$ cat config.mk
export PLATFORM = sky130hd
export DESIGN_NAME = usb_devdesc_parser
export DESIGN_NICKNAME = d
export VERILOG_FILES = /design/src/rtl/usb_desc_pkg.sv /design/src/rtl/usb_devdesc_parser.sv
export SDC_FILE = /design/constraint.sdc
export NUM_CORES = 1
export LEC_CHECK = 0
export BUFFER_PORTS_ARGS = -buffer_cell sky130_fd_sc_hd__buf_2
export CORE_MARGIN = 8
export CORE_UTILIZATION = 40
export CTS_CLUSTER_DIAMETER = 200
export DETAILED_ROUTE_END_ITERATION = 8
export REMOVE_ABC_BUFFERS = 1
export SETUP_SLACK_MARGIN = 0.02
export SLEW_MARGIN = 0
export SYNTH_ARGS = -nofsm -noshare
export SYNTH_HDL_FRONTEND = slang
export SYNTH_SLANG_ARGS = --single-unit
$ cat constraint.sdc
create_clock -name clk -period 2.5 [get_ports clk]
set_input_delay 0 -clock clk [delete_from_list [all_inputs] [get_ports clk]]
set_output_delay 0 -clock clk [all_outputs]
set_load 0.1 [all_outputs]
$ cat src/rtl/usb_desc_pkg.sv
// Shared constants for USB standard device-descriptor handling:
// descriptor identity, field byte offsets, error codes and parser states.
package usb_desc_pkg;

    localparam logic [7:0] DESC_TYPE_DEVICE = 8'h01;
    localparam int         DEV_DESC_LEN     = 18;

    localparam int OFS_BLENGTH  = 0;
    localparam int OFS_TYPE     = 1;
    localparam int OFS_BCDUSB   = 2;
    localparam int OFS_CLASS    = 4;
    localparam int OFS_SUBCLASS = 5;
    localparam int OFS_PROTOCOL = 6;
    localparam int OFS_MPS0     = 7;
    localparam int OFS_VID      = 8;
    localparam int OFS_PID      = 10;
    localparam int OFS_BCDDEV   = 12;
    localparam int OFS_IMFR     = 14;
    localparam int OFS_IPROD    = 15;
    localparam int OFS_ISERIAL  = 16;
    localparam int OFS_NCFG     = 17;

    localparam logic [1:0] ERR_NONE  = 2'd0;
    localparam logic [1:0] ERR_HDR   = 2'd1;
    localparam logic [1:0] ERR_SHORT = 2'd2;
    localparam logic [1:0] ERR_MPS   = 2'd3;

    typedef enum logic [1:0] {
        ST_IDLE  = 2'd0,
        ST_PARSE = 2'd1,
        ST_DONE  = 2'd2,
        ST_ERR   = 2'd3
    } parse_state_t;

    // Endpoint-0 max packet size must be one of the four legal USB values.
    function automatic logic mps0_legal(input logic [7:0] mps);
        return (mps == 8'd8) || (mps == 8'd16) || (mps == 8'd32) || (mps == 8'd64);
    endfunction

endpackage

$ cat src/rtl/usb_devdesc_parser.sv
// Receives the GET_DESCRIPTOR(Device) data stage, unpacks it into named
// little-endian fields and flags header, short-transfer and MPS0 errors.
module usb_devdesc_parser
    import usb_desc_pkg::*;
#(
    parameter int DESC_LEN = 18
) (
    input  logic        clk,
    input  logic        rst_n,
    input  logic        start,
    input  logic [4:0]  req_len,
    input  logic        rx_valid,
    input  logic [7:0]  rx_data,
    input  logic        rx_last,
    output logic        busy,
    output logic        done,
    output logic [1:0]  err,
    output logic [4:0]  byte_cnt,
    output logic [15:0] bcdUSB,
    output logic [15:0] idVendor,
    output logic [15:0] idProduct,
    output logic [15:0] bcdDevice,
    output logic [7:0]  bDeviceClass,
    output logic [7:0]  bDeviceSubClass,
    output logic [7:0]  bDeviceProtocol,
    output logic [7:0]  bMaxPacketSize0,
    output logic [7:0]  iManufacturer,
    output logic [7:0]  iProduct,
    output logic [7:0]  iSerialNumber,
    output logic [7:0]  bNumConfigurations
);

    localparam logic [4:0] LEN_MAX = 5'(DESC_LEN);

    parse_state_t state_reg;
    logic [4:0]   byte_cnt_reg;
    logic [4:0]   len_reg;
    logic [1:0]   err_reg;
    logic         done_reg;
    logic         busy_reg;

    // bLength and bDescriptorType are only checked, never stored.
    logic [7:0]   field_reg [OFS_BCDUSB:DESC_LEN-1];

    logic         accept;
    logic         hdr_bad;
    logic         mps_bad;
    logic [4:0]   cnt_inc;
    logic [4:0]   len_clamped;

    assign accept      = (state_reg == ST_PARSE) && rx_valid && !start;
    assign cnt_inc     = byte_cnt_reg + 5'd1;
    assign len_clamped = ((req_len == 5'd0) || (req_len > LEN_MAX)) ? LEN_MAX : req_len;
    assign hdr_bad     = ((byte_cnt_reg == 5'(OFS_BLENGTH)) && (rx_data != 8'(DEV_DESC_LEN)))
                       || ((byte_cnt_reg == 5'(OFS_TYPE)) && (rx_data != DESC_TYPE_DEVICE));
    assign mps_bad     = (byte_cnt_reg == 5'(OFS_MPS0)) && !mps0_legal(rx_data);

    always_ff @(posedge clk or negedge rst_n) begin
        if (!rst_n) begin
            state_reg    <= ST_IDLE;
            byte_cnt_reg <= 5'd0;
            len_reg      <= 5'd0;
            err_reg      <= ERR_NONE;
            done_reg     <= 1'b0;
            busy_reg     <= 1'b0;
        end else begin
            done_reg <= 1'b0;
            if (start) begin
                // A start from any state restarts cleanly, aborting silently.
                state_reg    <= ST_PARSE;
                busy_reg     <= 1'b1;
                byte_cnt_reg <= 5'd0;
                err_reg      <= ERR_NONE;
                len_reg      <= len_clamped;
            end else if (accept) begin
                byte_cnt_reg <= cnt_inc;
                if (hdr_bad || mps_bad) begin
                    state_reg <= ST_ERR;
                    busy_reg  <= 1'b0;
                    err_reg   <= hdr_bad ? ERR_HDR : ERR_MPS;
                end else if (cnt_inc == len_reg) begin
                    state_reg <= ST_DONE;
                    busy_reg  <= 1'b0;
                    done_reg  <= 1'b1;
                end else if (rx_last) begin
                    state_reg <= ST_ERR;
                    busy_reg  <= 1'b0;
                    err_reg   <= ERR_SHORT;
                end
            end
        end
    end

    generate
        for (genvar gi = OFS_BCDUSB; gi < DESC_LEN; gi++) begin : g_field
            always_ff @(posedge clk or negedge rst_n) begin
                if (!rst_n) begin
                    field_reg[gi] <= 8'd0;
                end else if (start) begin
                    field_reg[gi] <= 8'd0;
                end else if (accept && (byte_cnt_reg == 5'(gi))) begin
                    field_reg[gi] <= rx_data;
                end
            end
        end
    endgenerate

    assign busy     = busy_reg;
    assign done     = done_reg;
    assign err      = err_reg;
    assign byte_cnt = byte_cnt_reg;

    assign bcdUSB             = {field_reg[OFS_BCDUSB + 1], field_reg[OFS_BCDUSB]};
    assign idVendor           = {field_reg[OFS_VID + 1],    field_reg[OFS_VID]};
    assign idProduct          = {field_reg[OFS_PID + 1],    field_reg[OFS_PID]};
    assign bcdDevice          = {field_reg[OFS_BCDDEV + 1], field_reg[OFS_BCDDEV]};
    assign bDeviceClass       = field_reg[OFS_CLASS];
    assign bDeviceSubClass    = field_reg[OFS_SUBCLASS];
    assign bDeviceProtocol    = field_reg[OFS_PROTOCOL];
    assign bMaxPacketSize0    = field_reg[OFS_MPS0];
    assign iManufacturer      = field_reg[OFS_IMFR];
    assign iProduct           = field_reg[OFS_IPROD];
    assign iSerialNumber      = field_reg[OFS_ISERIAL];
    assign bNumConfigurations = field_reg[OFS_NCFG];

endmodule
Word level (Yosys, flattened, before mapping):

Index checks and enable logic that the tools add are counted.

* bits in registers: 144
* latch bits: 0
* memory bits (writable): 0
* ROM bits: 0
* input port bits: 18
* output and inout bits: 137
* word-level logic and storage cells: 157
* memories: 0

* $add $sub $neg: 1
* $mul: 0
* divide/modulo/power cells: 0
* $lt $le $gt $ge: 1
* equality and inequality tests: 26
* shift-type cells: 0
* mux-type cells: 55
* bitwise logic cells: 0
* reductions and logical operators: 52

Operators with widths (count)
* 2-to-1 mux 8 bit: 32
* equality test 5 x 4 -> 1 bit, second input constant: 8
* nonzero test 2 bit: 17
* 2-to-1 mux 2 bit: 11
* logical AND 1 bit: 21
* equality test 5 x 3 -> 1 bit, second input constant: 4
* 2-to-1 mux 5 bit: 3
* equality test 5 x 2 -> 1 bit, second input constant: 2
* equality test 5 bit, second input constant: 2
* logical NOT 5 bit: 2
* 2-to-1 mux 1 bit: 9
* equality test 8 x 4 -> 1 bit, second input constant: 1
* equality test 8 x 5 -> 1 bit, second input constant: 1
* equality test 8 x 6 -> 1 bit, second input constant: 1
* equality test 8 x 7 -> 1 bit, second input constant: 1
* != test 8 x 1 -> 1 bit, second input constant: 1
* != test 8 x 5 -> 1 bit, second input constant: 1
* logical OR 1 bit: 6
* adder 5 x 1 -> 5 bit, second input constant: 1
* equality test 5 x 1 -> 1 bit, second input constant: 1
* equality test 5 bit: 1
* greater-than comparator 5 bit, second input constant: 1
* nonzero test 4 bit: 1
* != test 3 bit, second input constant: 1
* other kinds (5): 6

Longest topological paths before layout:

* depth after elaboration: 10
* mapped depth: 9
* gate-level depth less buffers: 8

Least setup slack after synthesis:

No wires, ideal clock.

* path type: reg-to-reg
* from: register byte_cnt_reg[0] (netlist: byte_cnt[0])
* to: register state_reg[0]
* setup time: 126 ps
* arrival: 2693 ps
* required time: 2374 ps
* setup slack: -319 ps
* stages on the path, launching flop included: 9
* buffers on the path: 1
* period minus slack after synthesis: 2819 ps
* path through: dfrtp_1 > ha_1 > clkbuf_1 > and3_1 > ha_1 > xnor2_1 > nor3_1 > nand3_1 > o32a_1

* longest elaborated chain between the ends: 7
* elaborated cells on any way between the ends: 16
* those cells by class: 1 x add/sub; 3 x eq/ne; 4 x mux; 8 x reduce/logical

RTL lines
* start: declaration: RTL line usb_devdesc_parser.sv:36 `logic [4:0] byte_cnt_reg;`
* start signal: assignment: RTL line usb_devdesc_parser.sv:76 `byte_cnt_reg <= cnt_inc;`
* branches (longest 7 deep; another with adder 5 x 1 -> 5 bit)
* end signal: assignment: RTL line usb_devdesc_parser.sv:70 `state_reg <= ST_PARSE;`
* end signal: assignment: RTL line usb_devdesc_parser.sv:78 `state_reg <= ST_ERR;`
* end signal: assignment: RTL line usb_devdesc_parser.sv:82 `state_reg <= ST_DONE;`
* end: declaration: RTL line usb_devdesc_parser.sv:35 `parse_state_t state_reg;`

Parallel ways; which one is timed is not known. The select of a mux whose other input is x is not followed.
A chain may end at the register's enable or synchronous reset.

Worst setup path after layout:

* from: register byte_cnt_reg[0] (netlist: byte_cnt[0])
* to: register field_reg, in the netlist bcdDevice[4]

* longest elaborated chain between the ends: 3

RTL lines
* equality test 5 x 4 -> 1 bit: RTL line usb_devdesc_parser.sv:101 `end else if (accept && (byte_cnt_reg == 5'(gi))) begin`
* logical AND 1 bit: RTL line usb_devdesc_parser.sv:101
* nonzero test 2 bit (no source line)
* end signal: indexed assignment: RTL line usb_devdesc_parser.sv:102 `field_reg[gi] <= rx_data;`
* end: declaration: RTL line usb_devdesc_parser.sv:43 `logic [7:0] field_reg [OFS_BCDUSB:DESC_LEN-1];`

Every way passes these cells.

==> flow_metrics.py <==
metrics = {
    "run_status": {
        "status": "complete, no violations",
    },
    "worst_hold_path": {
        "hp-start": "rx_data[5]",
        "hold_path.class": "primary input to flip-flop",
        "min_path_cells": 3,
        "holdPathEnd": "bMaxPacketSize0[5]",
    },
    "worst_setup_path": {
        "crit_chain": "inv_1 > ha_1 > nand3_1 > nor2_2 > mux2i_1 > nor2_1",
        "r2r-start": "byte_cnt[0]",
        "critPathCaptureType": "flip-flop",
        "r2r_slack_ps": 290,
        "worst-path-stages": 6,
        "crit_slowest_cell": "nor2_2",
        "crit_type": "flip-flop to flip-flop",
        "critPathMaxFanout": 12,
        "reg2reg_to": "bcdDevice[4]",
        "worstPathRequired_ps": 2770,
        "crit_arrival_ps": 2490,
        "cpPeakStageDelay_ps": 530,
        "rr_worst_depth": 6,
        "cp-start-kind": "flip-flop",
        "worst-path-buf-inv": 1,
        "path_delay_family": "simple AND/OR/NAND/NOR gates",
    },
    "detailed_routing": {
        "first_pass_iters": 5,
        "wl_per_cell_um": 19.22,
        "drc": 0,
        "num_vias": 5134,
        "route.antenna.remaining_nets": 0,
        "drtIter0Drc": 284,
        "routed_wirelength_mm": 19.04,
        "vias_per_cell": 5.181,
    },
    "synthesis": {
        "synth.cell_area_sq_mm": 0.006300,
        "yosysTopAreaCell": "dfrtp_1",
        "asyncSetResetFlopFracSynth_pct": 100.0,
        "synth_ff_type": "dfrtp_1",
        "synthDistinctLibCells": 49,
        "ys_top_cells_by_area": "dfrtp_1, mux2i_1, nor2_1",
        "synth_edf_count": 0,
        "ys_top_cells_by_count": "dfrtp_1, nor2_1, nand2_1",
        "yosysWarnings": 0,
        "syn_area_per_cell_sq_um": 10.36,
        "yosysMostFrequentCell": "dfrtp_1",
        "seq_area_frac_synth_pct": 57.20,
        "synth_top_area_share_pct": 57.20,
        "syn_inst": 608,
        "synth-seq-cells": 144,
    },
    "cts": {
        "clockBufferDepth": 2,
        "cts_resized": 0,
        "cts_made_buffers": 17,
        "cts_hold_buf": 10,
        "htreeDepth": 4,
        "clk_latency_ps": 410,
        "clkSinkCount": 144,
        "clk_pin_slew_ps": 60,
        "cts_tree": "done",
        "cts_root_buf": "clkbuf_16",
        "postCtsSetupBuffers": 0,
    },
    "sta": {
        "finalSetupViolations": 0,
        "final.setup_skew_ps": 7.869,
        "tightest_slew_ps": 683.5,
        "rsz0062_at_grt": "no",
        "finalMaxSlewViolations": 0,
        "min_period_over_period_pct": 88.50,
        "max_slew_margin_pct": 54.44,
        "period_needed_ps": 2213,
        "holdWs_ps": 28.70,
        "max_freq_ghz": 0.4520,
        "hold_viol": 0,
    },
    "grt": {
        "grt_pass1_vias": 5303,
        "grt_pass1_wl_mm": 30.02,
        "antenna_found_initial": 0,
        "grt.overflow.total": 0,
        "grt_max_degree": 70,
        "grt_use_total_pct": 19.51,
    },
    "job": {
        "maxCapViolCount": 0,
    },
    "placement": {
        "placed_area_sq_mm": 0.007311,
        "gp_congestion": 0.7930,
        "dp.final_hpwl_mm": 13.00,
        "io_buffers": 154,
        "dp_cells": 949,
    },
    "floorplanning": {
        "die_w_um": 141.5,
        "die_h_um": 141.5,
        "dieArea_sq_mm": 0.02002,
        "core_sq_mm": 0.01566,
        "ios": 155,
        "start_util_pct": 40.24,
        "rows": 46,
    },
    "pwr": {
        "ir_drop_v": 0.0004311,
        "p_leak_nw": 4.344,
        "switchingPower_mw": 1.355,
        "power.total_mw": 5.472,
        "power_frac_seq_pct": 43.5,
        "p_sw_share_pct": 24.76,
        "combinationalPowerShare_pct": 9.0,
        "power.density_mw_per_mm2": 682.3,
        "clockPowerShare_pct": 47.5,
        "power.internal_mw": 4.117,
    },
    "finish": {
        "multi_input_area_sq_mm": 0.002476,
        "nFillCells": 1478,
        "syn_to_final_growth_pct": 27.31,
        "seqCellArea_sq_mm": 0.003603,
        "final_area_sq_mm": 0.008020,
        "drive_gt1_share_pct": 28.77,
        "fin_cells": 991,
        "diodes": 0,
        "nets": 785,
    },
}
## stage by stage
step / utilization [%] / setup slack, ps / setup TNS, ps
after floorplan: - / -565.8 / -18130
after global placement: 46.70 / 403.7 / 0
after detailed placement: 46.70 / 317.7 / 0
after CTS: 51.23 / 319.5 / 0
after global routing: 51.23 / 110.2 / 0
final: 51.23 / 287.5 / 0
## metal layers
| layer | part of all wire (%) | vias to the layer above | GRT usage [%] |
|---|---|---|---|
| li1 | - | 2368 | - |
| met1 | 43 | 2566 | 24.46 |
| met2 | 48 | 181 | 31.66 |
| met3 | 7.0 | 19 | 5.410 |
| met4 | 1.8 | 0 | 7.179 |
| met5 | 0 | - | 0 |
## kinds of logic (layout without fill, tap and decap cells)
group / after synthesis / count (layout) / synth area share, %
flops: 144 / 144 / 57.20
xor+xnor: 9 / 9 / 1.251
simple gates: 244 / 244 / 18.03
fa+ha+maj: 5 / 5 / 0.9930
buf+inv: 55 / 222 / 3.575
compound gates: 79 / 79 / 7.508
mux: 72 / 72 / 11.44
## worst max path at each step
stage                            from             to
after floorplan           byte_cnt[3]  idProduct[10]
after global placement    byte_cnt[0]   state_reg[0]
after detailed placement  byte_cnt[0]   bcdDevice[4]
after CTS                 byte_cnt[0]   bcdDevice[4]
after global routing      byte_cnt[0]   bcdDevice[4]
final                     byte_cnt[0]   bcdDevice[4]
## power by group through the flow
stage                     registers (mW)  logic, mW  clock network (mW)
after floorplan                     2.53      0.129                   0
after global placement              2.42      0.475                   0
after detailed placement            2.42      0.481                   0
after CTS                           2.38      0.496                2.65
after global routing                2.38      0.529                2.76
final                               2.38      0.492                2.60
## worst register-to-register path: cells and delay by family, from the launching register on
family,cells,cell delay [ps]
and+or+nand+nor,3,820
DFF,1,460
adders and majority gates,1,390
muxes,1,270
buffers and inverters,1,140
## cell type report
class	count	area share, %
Multi-Input combinational cell	409	30.87
Inverter	7	0.3276
Sequential cell	144	44.93
Tap cell	216	3.370
Clock inverter	9	1.638
Timing Repair Buffer	183	12.90
Clock buffer	23	5.959
## layout by cell type, fill, tap and decap left out, drive strengths merged, types with 2 or more instances in the layout
cell / Yosys / layout
nor4: 4 / 4
bufinv: 0 / 3
clkbuf: 36 / 23
buf: 12 / 173
dfrtp: 144 / 144
nand3: 45 / 45
a31o: 7 / 7
nand2b: 2 / 2
xor2: 4 / 4
a211oi: 2 / 2
nor2: 85 / 85
nor4b: 3 / 3
a21oi: 54 / 54
inv: 7 / 7
clkinv: 0 / 3
clkinvlp: 0 / 3
nand3b: 2 / 2
nor3: 4 / 4
o2bb2ai: 3 / 3
or3: 2 / 2
ha: 5 / 5
xnor2: 5 / 5
and3: 9 / 9
mux2i: 72 / 72
nand2: 81 / 81
dlygate4sd3: 0 / 10
o21ai: 6 / 6
Note: power is estimated with default switching activity, not from simulation.
